File: src/rtl/adc_scan_controller_pkg.sv
`default_nettype none
// ============================================================================
// Module      : adc_pkg
// Description : Shared types and constants for the LTC2308 scan controller.
//               chan_t   - 3-bit ADC channel index
//               sample_t - 12-bit raw / averaged ADC value
//               state_t  - scan sequencer states
// Revision    : 1.0 - initial release
// ============================================================================
package adc_pkg;

    typedef logic [2:0]  chan_t;
    typedef logic [11:0] sample_t;

    typedef enum logic [1:0] {
        IDLE = 2'd0,
        FILL = 2'd1,
        RUN  = 2'd2
    } state_t;

    // Clocks between CONVST pulses of the ADC interface
    localparam int ADC_FRAME_CLKS = 16;

endpackage
`default_nettype wire

File: src/rtl/adc_scan_controller_rr_select.sv
`default_nettype none
// ============================================================================
// Module      : adc_chan_rr_select
// Description : Combinational masked round-robin channel finder. Returns the
//               lowest enabled channel strictly above i_cur_chan, wrapping to
//               the lowest enabled channel. A single enabled channel repeats.
//               Mask bits at or above NUM_CH are ignored.
// Ports       : i_cur_chan  - channel currently selected
//               i_mask      - channel include mask
//               o_next_chan - next channel (i_cur_chan when nothing enabled)
//               o_any_set   - at least one usable channel enabled
// Revision    : 1.0 - initial release
// ============================================================================
module adc_chan_rr_select
    import adc_pkg::*;
#(
    parameter int NUM_CH = 8
) (
    input  logic [2:0] i_cur_chan,
    input  logic [7:0] i_mask,
    output logic [2:0] o_next_chan,
    output logic       o_any_set
);

    localparam logic [7:0] c_CH_MASK = 8'((9'd1 << NUM_CH) - 9'd1);

    logic [7:0] w_eff_mask;
    chan_t      w_idx;
    logic       w_found;

    assign w_eff_mask = i_mask & c_CH_MASK;
    assign o_any_set  = |w_eff_mask;

    // Walk offsets 1..8 from the current channel; the 3-bit add wraps, and
    // offset 8 lands back on the current channel (single-bit mask case).
    always_comb begin
        o_next_chan = i_cur_chan;
        w_found     = 1'b0;
        w_idx       = i_cur_chan;
        for (int i = 1; i <= 8; i++) begin
            w_idx = i_cur_chan + 3'(i);
            if (!w_found && w_eff_mask[w_idx]) begin
                o_next_chan = w_idx;
                w_found     = 1'b1;
            end
        end
    end

endmodule
`default_nettype wire

File: src/rtl/adc_scan_controller.sv
`default_nettype none
// ============================================================================
// Module      : adc_scan_controller
// Description : Round-robin channel sequencer for the LTC2308 ADC interface.
//               Detects frames from CONVST, tracks the two-frame
//               config-to-data latency with a tag pipeline, tags each result
//               with its true channel and box-car averages 2^AVG_LOG2 samples
//               per channel into a readable register file.
// Ports       : clk, reset_n (async, active-low)
//               enable, chan_mask          - scan control
//               adc_convst, adc_result     - from ADC interface
//               adc_chan                   - channel select to ADC interface
//               sample_valid/chan/data     - raw tagged sample strobe
//               avg_valid/avg_chan         - averaged value written strobe
//               rd_chan -> rd_data         - combinational register-file read
//               busy                       - high in FILL or RUN
// Revision    : 1.0 - initial release
// ============================================================================
module adc_scan_controller
    import adc_pkg::*;
#(
    parameter int NUM_CH   = 8,
    parameter int AVG_LOG2 = 2
) (
    input  logic        clk,
    input  logic        reset_n,
    input  logic        enable,
    input  logic [7:0]  chan_mask,
    input  logic        adc_convst,
    input  logic [11:0] adc_result,
    output logic [2:0]  adc_chan,
    output logic        sample_valid,
    output logic [2:0]  sample_chan,
    output logic [11:0] sample_data,
    output logic        avg_valid,
    output logic [2:0]  avg_chan,
    input  logic [2:0]  rd_chan,
    output logic [11:0] rd_data,
    output logic        busy
);

    localparam int               ACC_W      = 12 + AVG_LOG2;
    localparam int               CNT_W      = (AVG_LOG2 > 0) ? AVG_LOG2 : 1;
    localparam logic [CNT_W-1:0] c_CNT_LAST = CNT_W'((1 << AVG_LOG2) - 1);

    // Frame detection
    logic       r_cv_meta;
    logic       r_cv_sync;
    logic       r_cv_prev;
    logic       r_tick;

    // Sequencer
    state_t     r_state;
    logic       r_fill_cnt;
    chan_t      r_adc_chan;
    chan_t      r_tag0;
    chan_t      r_tag1;
    logic       r_tag0_vld;
    logic       r_tag1_vld;
    logic       r_sample_valid;
    chan_t      r_sample_chan;
    sample_t    r_sample_data;
    logic       r_busy;

    chan_t      w_next_chan;
    logic       w_any_set;
    logic       w_accept;

    // Averaging
    logic [ACC_W-1:0] r_acc     [8];
    logic [CNT_W-1:0] r_cnt     [8];
    sample_t          r_regfile [8];
    logic [ACC_W-1:0] w_sum;
    sample_t          w_avg;
    logic             r_avg_valid;
    chan_t            r_avg_chan;

    adc_chan_rr_select #(
        .NUM_CH      (NUM_CH)
    ) u_rr_select (
        .i_cur_chan  (r_adc_chan),
        .i_mask      (chan_mask),
        .o_next_chan (w_next_chan),
        .o_any_set   (w_any_set)
    );

    // CONVST is synchronised, then its rising edge is registered as the
    // frame tick so that everything downstream sees a clean one-clk pulse.
    always_ff @(posedge clk or negedge reset_n) begin
        if (!reset_n) begin
            r_cv_meta <= 1'b0;
            r_cv_sync <= 1'b0;
            r_cv_prev <= 1'b0;
            r_tick    <= 1'b0;
        end else begin
            r_cv_meta <= adc_convst;
            r_cv_sync <= r_cv_meta;
            r_cv_prev <= r_cv_sync;
            r_tick    <= r_cv_sync & ~r_cv_prev;
        end
    end

    // A sample is accepted only when still enabled: a disable arriving on
    // the same clock as the tick suppresses the sample.
    assign w_accept = enable && (r_state == RUN) && r_tick && r_tag1_vld;

    // Scan sequencer. tag0 holds the channel that was presented during the
    // frame just started; tag1 is the channel whose result is on adc_result
    // at this tick (two-frame config-to-data latency).
    always_ff @(posedge clk or negedge reset_n) begin
        if (!reset_n) begin
            r_state        <= IDLE;
            r_fill_cnt     <= 1'b0;
            r_adc_chan     <= '0;
            r_tag0         <= '0;
            r_tag1         <= '0;
            r_tag0_vld     <= 1'b0;
            r_tag1_vld     <= 1'b0;
            r_sample_valid <= 1'b0;
            r_sample_chan  <= '0;
            r_sample_data  <= '0;
            r_busy         <= 1'b0;
        end else begin
            r_sample_valid <= 1'b0;
            if (!enable) begin
                r_state    <= IDLE;
                r_busy     <= 1'b0;
                r_fill_cnt <= 1'b0;
                r_tag0_vld <= 1'b0;
                r_tag1_vld <= 1'b0;
            end else begin
                case (r_state)
                    IDLE: begin
                        r_state    <= FILL;
                        r_busy     <= 1'b1;
                        r_fill_cnt <= 1'b0;
                    end
                    FILL, RUN: begin
                        if (r_tick) begin
                            if (w_accept) begin
                                r_sample_valid <= 1'b1;
                                r_sample_chan  <= r_tag1;
                                r_sample_data  <= adc_result;
                            end
                            r_tag1     <= r_tag0;
                            r_tag1_vld <= r_tag0_vld;
                            r_tag0     <= r_adc_chan;
                            // Empty mask: hold the select, mark slot empty
                            r_tag0_vld <= w_any_set;
                            if (w_any_set) begin
                                r_adc_chan <= w_next_chan;
                            end
                            if (r_state == FILL) begin
                                r_fill_cnt <= 1'b1;
                                if (r_fill_cnt) begin
                                    r_state <= RUN;
                                end
                            end
                        end
                    end
                    default: begin
                        r_state <= IDLE;
                        r_busy  <= 1'b0;
                    end
                endcase
            end
        end
    end

    assign w_sum = r_acc[r_tag1] + ACC_W'(adc_result);
    // Dropping the low AVG_LOG2 bits is the truncating divide
    assign w_avg = w_sum[AVG_LOG2 +: 12];

    // Per-channel box-car averaging. The register file survives disable.
    always_ff @(posedge clk or negedge reset_n) begin
        if (!reset_n) begin
            for (int c = 0; c < 8; c++) begin
                r_acc[c]     <= '0;
                r_cnt[c]     <= '0;
                r_regfile[c] <= '0;
            end
            r_avg_valid <= 1'b0;
            r_avg_chan  <= '0;
        end else begin
            r_avg_valid <= 1'b0;
            if (!enable) begin
                for (int c = 0; c < 8; c++) begin
                    r_acc[c] <= '0;
                    r_cnt[c] <= '0;
                end
            end else if (w_accept) begin
                if (r_cnt[r_tag1] == c_CNT_LAST) begin
                    r_regfile[r_tag1] <= w_avg;
                    r_acc[r_tag1]     <= '0;
                    r_cnt[r_tag1]     <= '0;
                    r_avg_valid       <= 1'b1;
                    r_avg_chan        <= r_tag1;
                end else begin
                    r_acc[r_tag1] <= w_sum;
                    r_cnt[r_tag1] <= r_cnt[r_tag1] + CNT_W'(1);
                end
            end
        end
    end

    assign adc_chan     = r_adc_chan;
    assign sample_valid = r_sample_valid;
    assign sample_chan  = r_sample_chan;
    assign sample_data  = r_sample_data;
    assign avg_valid    = r_avg_valid;
    assign avg_chan     = r_avg_chan;
    assign busy         = r_busy;
    assign rd_data      = r_regfile[rd_chan];

endmodule
`default_nettype wire

File: config.mk
export PLATFORM = sky130hd
export DESIGN_NAME = adc_scan_controller
export DESIGN_NICKNAME = d
export VERILOG_FILES = /design/src/rtl/adc_scan_controller_pkg.sv /design/src/rtl/adc_scan_controller_rr_select.sv /design/src/rtl/adc_scan_controller.sv
export SDC_FILE = /design/constraint.sdc
export NUM_CORES = 1
export LEC_CHECK = 0
export CAP_MARGIN = 20
export CORE_MARGIN = 1.5
export CORE_UTILIZATION = 55
export CTS_BUF_LIST = sky130_fd_sc_hd__clkbuf_2
export CTS_CLUSTER_SIZE = 16
export DETAILED_ROUTE_END_ITERATION = 8
export GPL_TIMING_DRIVEN = 0
export PLACE_DENSITY = 0.77
export SYNTH_ARGS = -nofsm -noshare
export SYNTH_HDL_FRONTEND = slang
export SYNTH_SLANG_ARGS = --single-unit
File: constraint.sdc
create_clock -name clk -period 4.1 [get_ports clk]
set_clock_uncertainty 0.2 [all_clocks]
set_input_delay 1.23 -clock clk [delete_from_list [all_inputs] [get_ports clk]]
set_output_delay 1.23 -clock clk [all_outputs]
set_load 0.1 [all_outputs]
==> impl_metrics.json, run 1 <==
{
  "dp_cells": 1456,
  "maxCapViolations": 0,
  "overflow": 0,
  "die_w_um": 152,
  "yosys_register_bits": 263,
  "layout-drive-gt1-share": 0.224,
  "detail-route-antenna-nets": 0,
  "arrival_ps": 2620,
  "cts_tree": "yes",
  "synth_edf_count": 0,
  "drt_iter0_drc": 1035,
  "tns_ps": 0,
  "internal-power_mw": 4.12,
  "io_pins": 63,
  "p_per_area_nw_per_um2": 454,
  "cpMostUsedCell": "buf_4",
  "synth_top_area_share": 0.536,
  "dpl_worst_slack_ps": -1520,
  "dr.pass1.iters": 5,
  "clock_latency_ps": 870,
  "setup_viol": 0,
  "antenna_found_initial": 1,
  "die_h_um": 152,
  "worst_pin_slew_ps": 1010,
  "leakage_nw": 6.56,
  "root_buffer": "clkbuf_2",
  "slew_headroom": 0.322,
  "seqPwrFrac": 0.407,
  "grt_pass1_wl_mm": 55.0,
  "synth.cell_area_sq_um": 12300,
  "switching_share": 0.374,
  "slowest_stage": "mux4_2",
  "yosys.area_share.simple": 0.112,
  "ir_drop_uv": 691,
  "area_growth_syn_to_layout_pct": 17.8,
  "routed_wl_mm": 35.1,
  "p_comb_frac": 0.319,
  "period_share": 0.988,
  "async_flop_share": 1.00,
  "fin_crit_ps": 4050,
  "crit_buf_inv": 3,
  "gp_congestion": 0.904,
  "clock_path_buffers": 3,
  "crit_path_start_kind": "input pin",
  "yosys-top-cells-count": "dfrtp_1 (263), nand2_1 (149), o21ai_0 (139)",
  "yosysMostFrequentCell": "dfrtp_1",
  "fin_cells": 1587,
  "crit_required_ps": 2670,
  "path_class": "in -> out",
  "p_switching_mw": 2.46,
  "postCtsHoldBufs": 0,
  "path_clk_slew_ps": 110,
  "slew_viol_final": 0,
  "wl_per_cell_um": 22.1,
  "hpwl_mm": 23.0,
  "holdCritPathClass": "in -> async",
  "pwr-share-clk": 0.273,
  "first_global_vias": 10100,
  "r2r_start": "r_tag1[1]",
  "yosysTopAreaCell": "dfrtp_1",
  "design.core.area_sq_um": 21900,
  "end_kind": "output pin",
  "vias_per_cell": 6.35,
  "path_cells": "buf_4, buf_12, mux4_2, mux2_4, buf_4",
  "synthAdderAreaFrac": 0.0200,
  "rows": 54,
  "drc_errors": 0,
  "crit_fanout": 10,
  "status": "complete, no violations",
  "cts.sinks": 263,
  "cts_buffers": 70,
  "design_area_sq_um": 14500,
  "cp_top_family": "multiplexers",
  "start_util": 0.561,
  "grt_max_degree": 108,
  "synth_top_family_by_area": "compound AO/OA/AOI/OAI gates",
  "hold_viol": 0,
  "yosys-top-cells-area": "dfrtp_1 (54%), mux4_2 (5.7%), o21ai_0 (5.7%)",
  "synth_cell_types": 64,
  "yosysWarnings": 0,
  "muxShareOfSynthArea": 0.112,
  "setup_slack_ps": 50.6,
  "syn_area_per_cell_sq_um": 11.1,
  "synth_compound_area_frac": 0.177,
  "synth_xor_area_frac": 0.0121,
  "die_area_sq_um": 23200,
  "grtUsageTotal": 0.304,
  "io_buffers": 60,
  "postPlaceCellArea_sq_um": 13400,
  "finalNetCount": 1307,
  "syn_nets": 1155,
  "crit_start": "rd_chan[0]",
  "syn_inst": 1109,
  "num_vias": 10100,
  "htree_levels": 3,
  "slowest_delay_ps": 520,
  "seq_area_frac_synth": 0.536,
  "fmax_mhz": 247,
  "synthFlopType": "dfrtp_1"
}
## sequential cells by signal, summed over array words and instances, names as in the netlist, 3 cells and up
name,cells
r_acc,112
r_regfile,96
r_cnt,16
sample_data,12
adc_chan,3
avg_chan,3
r_tag0,3
r_tag1,3
sample_chan,3
## per-stage QoR
| stage | power, mW | util | hold slack, ps |
|---|---|---|---|
| finish | 6.58 | 0.661 | 93.3 |
| global route | 6.84 | 0.661 | 114 |
| CTS | 6.51 | 0.653 | 101 |
| detailed placement | 4.58 | 0.612 | 147 |
| global placement | 4.51 | 0.607 | 133 |
| floorplan | 3.97 | - | 131 |
## worst register-to-register path: stages, from the launching register on
cell and delay [ps]:
dfrtp_1 370, buf_4 170, nor3_1 290, buf_4 240, clkbuf_4 270, a22oi_1 120
nand4_1 220, ha_4 260, buf_4 140, nor2b_1 120, nor2_1 120, xor2_1 810
nor2_1 300, a22o_1 290
## layer usage
| metal | track usage | routed length, um |
|---|---|---|
| met5 | 0 | 0 |
| met2 | 0.475 | 16700 |
| met3 | 0.0836 | 3200 |
| met4 | 0.133 | 1250 |
| met1 | 0.400 | 13900 |
## layout make-up
cell class | instances | area (sq um)
antenna | 2 | 5.00
buffer | 72 | 422
clock buffer | 102 | 510
clock inverter | 14 | 80.1
fill | 1703 | 7420
inverter | 21 | 81.3
multi-input combinational | 750 | 5630
sequential | 263 | 6580
tap | 280 | 350
timing repair buffer | 83 | 815
## worst paths after layout
kind                                    to  slack [ps]  cells past startpoint
worst min-delay path             r_acc[73]          90                      1
max in group asynchronous        r_tag1[0]        2620                      2
worst max register to register   r_acc[59]          80                     13
worst min register to register   r_cv_sync         150                      0
min in group clk                 r_cv_sync         150                      0
worst max-delay path            rd_data[0]          50                      5
## power by group through the flow
stage	clock network, mW	logic, mW	registers, mW
global route	1.93	2.23	2.69
finish	1.80	2.10	2.68
floorplan	0	1.13	2.84
global placement	0	1.78	2.73
detailed placement	0	1.85	2.73
CTS	1.81	2.02	2.68
## logic make-up (layout without fill, tap and decap cells)
family          after synthesis  count (layout)
simple gates                295             295
compound gates              331             331
xor+xnor                     17              17
flops                       263             263
mux                          88              88
buf+inv                      96             292
other cells                   0               2
fa+ha+maj                    19              19
## placed cells by master (no fill, tap or decap), drive strengths merged, types with 11 or more instances in the layout
| cell | synthesis | final |
|---|---|---|
| mux4 | 33 | 33 |
| xnor2 | 11 | 11 |
| ha | 18 | 18 |
| nor3 | 11 | 11 |
| nand2 | 149 | 149 |
| inv | 21 | 23 |
| clkdlybuf4s50 | 0 | 47 |
| a22oi | 58 | 58 |
| nor2 | 20 | 20 |
| buf | 13 | 55 |
| and2 | 13 | 13 |
| dfrtp | 263 | 263 |
| nand4 | 16 | 16 |
| nor2b | 14 | 14 |
| o21ai | 148 | 148 |
| clkbuf | 62 | 155 |
| nand3 | 43 | 43 |
| a22o | 57 | 57 |
| mux2 | 52 | 52 |
| clkinv | 0 | 11 |
| a21oi | 23 | 23 |
## timing repair
item	in CTS	in global routing
gates resized for setup	144	38
pin swaps	8	13
setup endpoints to repair	226	146
setup buffers	10	6
endpoints found under the hold margin	0	0
cloned	0	0
Power figures use the tool's default switching activity.
==> run 2: changes to the inputs <==
--- a/config.mk
+++ b/config.mk
@@ -6,7 +6,6 @@
 export NUM_CORES = 1
 export LEC_CHECK = 0
 export CAP_MARGIN = 20
-export CORE_MARGIN = 1.5
 export CORE_UTILIZATION = 55
 export CTS_BUF_LIST = sky130_fd_sc_hd__clkbuf_2
 export CTS_CLUSTER_SIZE = 16
==> run 2 against run 1 <==
Effect of this change: global-route usage up 1.4 points; core utilization up 0.25 points; maximum frequency down 0.11%; first-iteration DRC count is 9.2% lower; sequential power about the same; sequential cell count did not move; count of clock-buffer cells in the layout down 5; hold slack improved by 58 ps; cell area up 0.37%; combinational power rose by 2%; die area decreased by 1.3%; critical path type unchanged.
==> impl_metrics.json, run 2 (synthesis results as in run 1) <==
{
  "design.core.area_sq_um": 21900,
  "design_area_sq_um": 14500,
  "slew_viol_final": 0,
  "clock_path_buffers": 3,
  "final_cell_mix": "dfrtp_1 (262), nand2_1 (149), o21ai_0 (139), clkbuf_2 (98), a22o_1 (57)",
  "die_w_um": 151,
  "vias_per_cell": 6.37,
  "grtUsageTotal": 0.318,
  "io_pins": 63,
  "drt_iter0_drc": 940,
  "crit_path_start_kind": "input pin",
  "num_vias": 10100,
  "holdCritPathClass": "reg -> reg",
  "area_growth_syn_to_layout_pct": 18.3,
  "path_class": "in -> out",
  "layout-drive-gt1-share": 0.224,
  "worst_pin_slew_ps": 1180,
  "first_global_vias": 9890,
  "top_regs": "r_acc x112, r_regfile x96, r_cnt x16",
  "dr.pass1.iters": 5,
  "postPlaceCellArea_sq_um": 13400,
  "finalNetCount": 1308,
  "grt_setup_unrepaired": "true",
  "clock_latency_ps": 840,
  "cts.sinks": 263,
  "status": "complete, no violations",
  "die_h_um": 151,
  "dpl_worst_slack_ps": -1600,
  "dp_cells": 1455,
  "setup_viol": 0,
  "cts_buffers": 69,
  "maxCapViolations": 0,
  "crit_fanout": 10,
  "htree_levels": 3,
  "drc_errors": 0,
  "detail-route-antenna-nets": 0,
  "antenna_found_initial": 0,
  "cts_tree": "yes",
  "overflow": 0,
  "hold_viol": 0,
  "grt_pass1_wl_mm": 54.3,
  "hpwl_mm": 22.8,
  "regMostFlops": "r_acc",
  "fin_util": 0.664,
  "setup_slack_ps": 46.0,
  "path_clk_slew_ps": 70,
  "rows": 54,
  "leakage_nw": 6.56,
  "period_share": 0.989,
  "slew_headroom": 0.209,
  "crit_required_ps": 2670,
  "fmax_mhz": 247,
  "wl_per_cell_um": 22.3,
  "end_kind": "output pin",
  "p_per_area_nw_per_um2": 458,
  "ir_drop_uv": 674,
  "root_buffer": "clkbuf_2",
  "fin_crit_ps": 4050,
  "grt_max_degree": 106,
  "largest_reg_flops": 112,
  "start_util": 0.561,
  "io_buffers": 60,
  "gp_congestion": 0.897,
  "final_common_cell": "dfrtp_1",
  "diodes": 0,
  "n_fill_cell": 1691,
  "arrival_ps": 2620,
  "fin_cells": 1582,
  "routed_wl_mm": 35.2,
  "postCtsHoldBufs": 0,
  "die_area_sq_um": 22900
}
==> run 2: cell types whose count changed in the layout (fill, tap and decap cells not counted), sizes merged <==
cell,delta
diode,-2
clkbuf,-4
bufinv,+1
clkinv,-1
buf,+1
==> run 2: worst paths after layout <==
kind	start	to	slack (ps)	cells after the start
worst max register to register	r_tag1[1]	r_regfile[7]	120	17
max in group asynchronous	reset_n	r_regfile[79]	2440	2
min in group asynchronous	reset_n	sample_data[6]	260	1
worst min register to register	r_cv_meta	r_cv_sync	150	0
worst max-delay path	rd_chan[0]	rd_data[7]	50	5
worst min-delay path	r_cv_meta	r_cv_sync	150	0
==> run 2: metal layers <==
metal / part of all wire / wire length (um) / vias to the layer above / track usage
met5: 0 / 0 / - / 0
met4: 0.040 / 1400 / 0 / 0.144
met3: 0.091 / 3210 / 96 / 0.0617
met2: 0.47 / 16500 / 578 / 0.496
met1: 0.40 / 14100 / 5008 / 0.431
li1: - / - / 4401 / -
==> run 2: through the flow <==
stage          hold slack, ps  power, mW  setup TNS (ps)
3_3_place_gp              134       4.51        -2696650
5_1_grt                   163       6.94            -147
4_1_cts                   154       6.57               0
2_1_floorplan             131       3.97               0
3_5_place_dp              136       4.58         -212610
6_report                  152       6.66               0
==> run 2: repair_timing <==
action	in CTS	in global routing
pin swaps	9	13
setup endpoints to repair	232	130
buffers inserted	12	7
gates resized for setup	149	39
hold endpoints to repair	0	0
==> run 2: layout make-up <==
cell class,instances,area [sq um],area share
clock inverter,14,105,0.00723
timing repair buffer,85,820,0.0564
buffer,72,442,0.0304
sequential,263,6580,0.453
clock buffer,97,485,0.0334
tap,280,350,0.0241
multi-input combinational,750,5660,0.390
inverter,21,81.3,0.00560
==> run 2: where the power goes <==
group | total [mW] | switching [mW] | internal, mW | leakage (nW)
Combinational | 2.15 | 1.35 | 0.796 | 2.45
Clock | 1.83 | 1.08 | 0.748 | 0.455
Sequential | 2.68 | 0.0453 | 2.64 | 3.65
Total | 6.66 | 2.48 | 4.18 | 6.56
==> run 2: critical path, stage by stage <==
cell	delay [ps]
buf_4	180
buf_12	180
mux4_2	510
mux2_4	280
buf_4	230
